<file path="config.mk">
export PLATFORM = sky130hd
export DESIGN_NAME = data_mem_ctrl
export DESIGN_NICKNAME = d
export VERILOG_FILES = /design/src/rtl/mem_pkg.sv /design/src/rtl/mem_load_align.sv /design/src/rtl/data_mem_ctrl.sv
export SDC_FILE = /design/constraint.sdc
export NUM_CORES = 2
export LEC_CHECK = 0
export CAP_MARGIN = 20
export CORE_UTILIZATION = 55
export CTS_CLUSTER_SIZE = 25
export DETAILED_ROUTE_END_ITERATION = 8
export HOLD_SLACK_MARGIN = 0.06
export PLACE_DENSITY_LB_ADDON = 0.1
export SKIP_CTS_REPAIR_TIMING = 1
export SLEW_MARGIN = 15
export SYNTH_ARGS = -nofsm -noshare
export SYNTH_HDL_FRONTEND = slang
export SYNTH_SLANG_ARGS = --single-unit
</file>
<file path="constraint.sdc">
create_clock -name clka -period 7 [get_ports clka]
set_input_delay 1.4 -clock clka [delete_from_list [all_inputs] [get_ports clka]]
set_output_delay 1.4 -clock clka [all_outputs]
set_load 0.02 [all_outputs]
</file>
<file path="src/rtl/mem_pkg.sv">
// mem_pkg: access-size encodings, FSM states and byte-lane helper for data_mem_ctrl
package mem_pkg;
  localparam logic [1:0] SZ_BYTE = 2'b00;
  localparam logic [1:0] SZ_HALF = 2'b01;
  localparam logic [1:0] SZ_WORD = 2'b10;
  typedef enum logic {ST_INIT, ST_IDLE} state_t;
  function automatic logic [3:0] lane_mask(input logic [1:0] size, input logic [1:0] off);
    return size == SZ_BYTE ? 4'b0001 << off : size == SZ_HALF ? (off[1] ? 4'b1100 : 4'b0011) : 4'b1111;
  endfunction
endpackage

</file>
<file path="src/rtl/mem_load_align.sv">
// mem_load_align: picks the addressed byte/half of a read word and sign/zero-extends it
module mem_load_align
  import mem_pkg::*;
(
  input  logic [31:0] word,
  input  logic [1:0]  off,
  input  logic [1:0]  size,
  input  logic        sign_ext,
  output logic [31:0] data
);
  logic [7:0] b;
  logic [15:0] h;
  always_comb begin
    b = word[{off, 3'b000} +: 8];
    h = off[1] ? word[31:16] : word[15:0];
    data = size == SZ_BYTE ? {{24{sign_ext & b[7]}}, b} :
           size == SZ_HALF ? {{16{sign_ext & h[15]}}, h} : word;
  end
endmodule

</file>
<file path="src/rtl/data_mem_ctrl.sv">
// data_mem_ctrl: byte/half/word data memory with post-reset clear sweep and optional output register.
// Define MEM_ALIGN_CHECK_EN to reject misaligned accesses with an err pulse instead of forcing the offset down.
module data_mem_ctrl
  import mem_pkg::*;
#(
  parameter int          ADDR_W   = 6,
  parameter int          OUT_REG  = 0,
  parameter logic [31:0] INIT_VAL = 32'h0
) (
  input  logic              clka,
  input  logic              rst_n,
  input  logic              en,
  input  logic              we,
  input  logic [ADDR_W+1:0] addr,
  input  logic [1:0]        size,
  input  logic              sign_ext,
  input  logic [31:0]       din,
  output logic [31:0]       dout,
  output logic              valid,
  output logic              busy,
  output logic              err
);
  logic [31:0] mem [0:2**ADDR_W-1];
  state_t state, state_n;
  logic [ADDR_W-1:0] cnt, idx, wa;
  logic [1:0] off, rd_off, rd_size;
  logic mis, acc, st, ld, rd_sx, v1, e1;
  logic [3:0] wm;
  logic [31:0] wd, rd, al;
  always_comb begin
    idx = addr[ADDR_W+1:2];
    off = size == SZ_BYTE ? addr[1:0] : size == SZ_HALF ? {addr[1], 1'b0} : 2'b00;
`ifdef MEM_ALIGN_CHECK_EN
    mis = off != addr[1:0];
`else
    mis = 1'b0;
`endif
    acc = en && state == ST_IDLE;
    st = acc && we && !mis;
    ld = acc && !we && !mis;
    state_n = state == ST_INIT && &cnt ? ST_IDLE : state;
    wa = state == ST_INIT ? cnt : idx;
    wm = state == ST_INIT ? 4'b1111 : st ? lane_mask(size, off) : 4'b0000;
    wd = state == ST_INIT ? INIT_VAL : size == SZ_BYTE ? {4{din[7:0]}} :
         size == SZ_HALF ? {2{din[15:0]}} : din;
  end
  assign busy = state == ST_INIT;
  // store data is replicated across lanes so the byte enables alone place it
  always_ff @(posedge clka)
    for (int i = 0; i < 4; i++)
      if (wm[i]) mem[wa][8*i +: 8] <= wd[8*i +: 8];
  always_ff @(posedge clka or negedge rst_n)
    if (!rst_n) begin
      state <= ST_INIT;
      cnt <= '0;
      rd <= '0;
      rd_off <= '0;
      rd_size <= '0;
      rd_sx <= 1'b0;
      v1 <= 1'b0;
      e1 <= 1'b0;
    end else begin
      state <= state_n;
      if (state == ST_INIT) cnt <= cnt + 1'b1;
      v1 <= ld;
      e1 <= acc && mis;
      if (ld) begin
        rd <= mem[idx];
        rd_off <= off;
        rd_size <= size;
        rd_sx <= sign_ext;
      end
    end
  mem_load_align u_align (.word(rd), .off(rd_off), .size(rd_size), .sign_ext(rd_sx), .data(al));
  generate
    if (OUT_REG != 0) begin : g_oreg
      always_ff @(posedge clka or negedge rst_n)
        if (!rst_n) begin
          dout <= '0;
          valid <= 1'b0;
          err <= 1'b0;
        end else begin
          valid <= v1;
          err <= e1;
          if (v1) dout <= al;
        end
    end else begin : g_direct
      assign dout = al;
      assign valid = v1;
      assign err = e1;
    end
  endgenerate
endmodule
</file>
# --- Word level (Yosys, flattened, before mapping) ---
# Memory sizes are Yosys's and may differ from the RTL's. A register that Yosys moved wholly into a read port is not among the register bits.
# Cells that the tools add are included.
totals:
  reg_bits: 13
  latch_bits: 0
  ram_bits: 2048
  rom_bits: 0
  output_inout_bits: 35
  word_cells: 46
  mem_count: 1
mem_list:
  columns: ["memory", "words", "width", "rd", "rd_ports_with_merged_regs", "write_ports", "line_no", "text"]
  rows:
  - ["mem", 64, 32, 1, 1, 1, "data_mem_ctrl.sv:23", "logic [31:0] mem [0:2**ADDR_W-1];"]
classes:
  addsub: 1
  mul: 0
  n_div: 0
  n_lt_le_gt_ge: 0
  n_eq_ne: 2
  shifts: 2
  mux: 22
  bitwise: 3
  n_reduce_logical: 9
op_table:
  columns: ["op", "n"]
  rows:
  - ["32-bit 2-to-1 mux", 5]
  - ["32-bit by 6-bit indexed part select with 8-bit output", 1]
  - ["4-bit 2-to-1 mux", 5]
  - ["16-bit 2-to-1 mux", 1]
  - ["1-bit 2-to-1 mux", 8]
  - ["6-bit by 1-bit adder with 6-bit output (second input constant)", 1]
  - ["6-bit 2-to-1 mux", 1]
  - ["6-bit AND reduction", 1]
  - ["2-bit by 1-bit equality test with 1-bit output (second input constant)", 2]
  - ["1-bit logical AND", 4]
  - ["2-bit logical NOT", 2]
  - ["2-bit 2-to-1 mux", 2]
  - ["1-bit by 2-bit left shift with 4-bit output (first input constant)", 1]
  - ["1-bit bitwise AND", 2]
  - ["1-bit logical NOT", 2]
  - ["1-bit NOT", 1]

# --- Depth between registers and ports, before layout ---
depth:
  depth_word: 10
  ltp_mapped: 11
  mapped_depth_nobuf: 6

# --- By module ---
# A second synthesis with hierarchy kept.
hier_totals:
  hier_cells: 4377
  area_unflattened_um2: 82969.6
by_module_without_submodules:
  columns: ["module", "instances", "cells_each", "area_per_inst_um2", "seq_area_each_um2"]
  rows:
  - ["data_mem_ctrl", 1, 4242, 82029.9, 62625.1]
  - ["mem_load_align", 1, 135, 939.7, 0.0]

# --- Least setup slack after synthesis ---
# OpenSTA, ideal clock, no wires.
synth_timing:
  kind: "in2reg"
  startpoint: "in size[0]"
  endpoint: "mem mem[0][10], data pin"
  setup_ps: 548
  t_arrival_ps: 4070
  required_ps: 6452
  setup_slack_ps: 2382
  path_stages: 5
  path_buffers: 2
  cell_sequence: "clkbuf_1 clkbuf_1 nor2_1 nand2_1 a21oi_1"
synth_via:
  elab_chain_len: 3
synth_rtl:
  columns: ["item", "line_no", "text"]
  rows:
  - ["start: declaration", "data_mem_ctrl.sv:15", "input logic [1:0] size,"]
  - ["2-bit logical NOT", "data_mem_ctrl.sv:44", "wd = state == ST_INIT ? INIT_VAL : size == SZ_BYTE ? {4{din[7:0]}} :"]
  - ["32-bit 2-to-1 mux (2 in series)", "data_mem_ctrl.sv:44", null]
  - ["net wd[10]", "data_mem_ctrl.sv:29", "logic [31:0] wd, rd, al;"]
  - ["end: declaration", "data_mem_ctrl.sv:23", null]
# The timed path passes the listed nets, and every way through them passes these cells.

# --- Worst setup path after layout ---
layout_timing:
  startpoint: "reg rd_off[1]"
  endpoint: "out dout[22]"
layout_via:
  elab_chain_len: 4
layout_rtl:
  columns: ["item", "line_no", "text"]
  rows:
  - ["start: declaration", "data_mem_ctrl.sv:26", "logic [1:0] off, rd_off, rd_size;"]
  - ["start signal: assignment", "data_mem_ctrl.sv:57", "rd_off <= '0;"]
  - ["start signal: assignment", "data_mem_ctrl.sv:69", "rd_off <= off;"]
  - ["parallel branches: the longest is 3 deep, another holds 32-bit by 6-bit indexed part select with 8-bit output", null, null]
  - ["32-bit 2-to-1 mux (*)", "mem_load_align.sv:16", "data = size == SZ_BYTE ? {{24{sign_ext & b[7]}}, b} :"]
  - ["end: declaration", "data_mem_ctrl.sv:18", "output logic [31:0] dout,"]
# Every way passes the cells marked *.

==> impl_metrics.py <==
metrics = {
    "status": {
        "outcome": "finished, violations left",
        "violations": "DRC",
    },
    "cells_and_area": {
        "fin_nets": 4468,
        "final_cell_mix": "edfxtp_1 (2048), mux2i_1 (465), mux4_2 (327), nor2_1 (288), clkbuf_16 (201)",
        "synthToLayoutAreaGrowth_pct": 11.8,
        "final_cells": 6606,
        "final_common_cell": "edfxtp_1",
        "layout-drive-gt1-share_pct": 16.7,
    },
    "clock_tree": {
        "cts.sinks": 2093,
        "insertion_delay_ns": 0.85,
        "cts_max_level": 4,
        "cts_tree": "done",
        "clk_pin_slew_ns": 0.07,
        "numCtsBuffers": 201,
        "root_buffer": "clkbuf_16",
        "clockBufferDepth": 3,
    },
    "global_routing": {
        "grt_max_degree": 130,
        "grt_pass1_vias": 41499,
        "grt-ovfl-total": 0,
        "antenna_found_initial": 9,
        "grt_usage_pct": 29.2,
        "grt_pass1_wl_um": 310000,
    },
    "synth": {
        "synth_edf_count": 2048,
        "syn-cell-area_um2": 82500,
        "synthMuxAreaShare_pct": 14.6,
        "yosys.area_share.simple_pct": 3.01,
        "synthArstFlopShare_pct": 2.15,
        "ys.flop_type": "edfxtp_1",
        "synth_fa_ha_area_share_pct": 0.0152,
        "syn_nets": 4368,
        "synth_seq_cells": 2093,
        "synth_compound_area_share_pct": 4.89,
        "avgSynthCellArea_um2": 19.1,
        "netlist_instances": 4320,
        "seq_area_frac_synth_pct": 75.9,
        "ys_types": 47,
        "synth_top_family_by_area": "multiplexers",
        "synth_xor_area_share_pct": 0.0531,
        "yosys_warnings": 0,
    },
    "detailed_routing": {
        "antenna_left": 0,
        "drcViolationCount": 109,
        "drt_wl_total_um": 220000,
        "wl_per_cell_um": 33.3,
        "dr.pass1.iters": 9,
        "via_count": 42883,
        "drt_iter0_markers": 5156,
        "via_per_inst": 6.49,
    },
    "timing": {
        "fin_skew_ns": 0.0292,
        "fin_setup_tns_ns": 0,
        "report.final.slew_viol_count": 0,
        "finalSetupViolCount": 0,
        "rsz0062_at_grt": "false",
        "hold_viol": 0,
        "worst_pin_slew_ns": 1.20,
        "max-slew-margin-rel_pct": 20.0,
        "period_needed_ns": 5.33,
        "finalCritPeriodShare_pct": 76.1,
        "fmax_mhz": 188,
    },
    "power": {
        "max-vdd-ir-drop_mv": 0.240,
        "power_density_nw_per_um2": 270,
        "p_leak_nw": 27.0,
        "finalPower_mw": 24.9,
    },
    "floorplanning": {
        "ios": 82,
        "dieArea_um2": 152000,
        "coreArea_um2": 148000,
        "die_x_um": 389,
        "dieHeight_um": 389,
        "start_util_pct": 55.6,
        "row_count": 141,
    },
    "placement": {
        "dp_hpwl_um": 136000,
        "numPortBuffers": 80,
        "place_congestion": 0.894,
        "place_inst": 6215,
    },
    "setup_path": {
        "worstSetupStartpoint": "rd_off[1]",
        "crit_path_max_fanout": 16,
        "path_class": "register to output pin",
        "worst-r2r-setup-slack_ns": 2.91,
        "endpoint_kind": "output pin",
        "reg2reg_depth": 6,
        "start_kind": "register",
        "worst-endpoint-arrival_ns": 3.93,
        "reg2reg_to": "mem[38][26]",
        "r2r-start": "state",
        "cp.required_ns": 5.60,
        "cp-endpoint": "dout[22]",
    },
    "min_path": {
        "hold_path.class": "register to register",
        "min_delay_path_depth": 2,
    },
    "flow_run": {
        "max_cap_viol_count": 0,
    },
}
## power breakdown
part | leakage, nW | switching (mW) | internal, mW
sequential | 15.8 | 0 | 13.5
clock | 3.11 | 4.69 | 5.95
combinational | 8.07 | 0.447 | 0.249
## through the flow
| stage | cell area, µm² | worst slack, ns | utilization (%) | hold slack (ns) |
|---|---|---|---|---|
| 2_1_floorplan | 82500 | 2.38 | - | 0.447 |
| 3_3_place_gp | 85600 | 1.91 | 57.7 | 0.470 |
| 3_5_place_dp | 85700 | 1.86 | 57.8 | 0.485 |
| 4_1_cts | 92100 | 1.79 | 62.1 | 0.501 |
| 5_1_grt | 92200 | 1.60 | 62.1 | 0.530 |
| 6_report | 92200 | 1.67 | 62.2 | 0.504 |
## cell type report
class | count | area [µm²]
Multi-Input combinational cell | 1948 | 19000
Tap cell | 2002 | 2500
Clock inverter | 137 | 1230
Timing Repair Buffer | 169 | 1660
Fill cell | 10281 | 56100
Clock buffer | 240 | 5200
Antenna cell | 10 | 25.0
Inverter | 7 | 27.5
Sequential cell | 2093 | 62600
## flip-flops by register name (all words and copies together) (netlist names)
signal and count:
cnt 6, mem 2048, rd 32, rd_off 2, rd_size 2, rd_sx 1
state 1, valid 1
## critical path: stages, from the launching register on
cell             delay, ns
dfrtp_1               0.74
mux2i_1               0.18
a211o_1               0.36
a21oi_2               0.83
a21o_1                0.30
clkdlybuf4s50_1       0.66
## per-layer routing
| layer | part of all wire, % | up-vias | global-route usage [%] | wire length, µm |
|---|---|---|---|---|
| met5 | 0.12 | - | 0.510 | 254 |
| met4 | 3.6 | 18 | 10.1 | 7940 |
| met1 | 41 | 22395 | 41.9 | 89200 |
| li1 | - | 17861 | - | - |
| met2 | 44 | 2232 | 42.4 | 97800 |
| met3 | 11 | 377 | 9.49 | 24700 |
## cells in the mapped netlist (all sizes together), types with 2 or more instances
library cell	instances	area, µm²
or2	2	12.5
clkinv	2	7.51
a31oi	35	219
nand2b	5	31.3
o22ai	32	200
dfrtp	45	1130
o22a	14	123
a211o	2	17.5
a2111oi	32	280
edfxtp	2048	61500
and2	9	56.3
mux4	327	7360
nand2	182	683
nor2b	38	238
a211oi	65	488
o211ai	32	240
a22o	39	342
or3	6	37.5
nor2	313	1180
nor3	3	15.0
nand3	38	190
a221o	39	390
mux2	2	22.5
o21ai	43	215
inv	5	18.8
a21o	21	158
xnor2	5	43.8
nor3b	4	30.0
a22oi	160	1200
mux2i	466	4660
a21oi	27	135
buf	136	727
clkbuf	136	510
## worst min path at each step
stage,startpoint,endpoint
6_report,rd_sx,rd_sx
5_1_grt,rd_sx,rd_sx
4_1_cts,rd_sx,rd_sx
3_5_place_dp,rd_sx,rd_sx
3_3_place_gp,rd_sx,rd_sx
2_1_floorplan,rd_sx,rd_sx
## logic make-up after synthesis
family                     count (synthesis)
other                                      1
and+or+nand+nor                          602
buffers and inverters                    279
DFF                                     2093
muxes                                    795
adders and majority gates                  1
xor gates and xnor gates                   5
AOI/OAI and AO/OA                        544
Power figures use the tool's default switching activity.
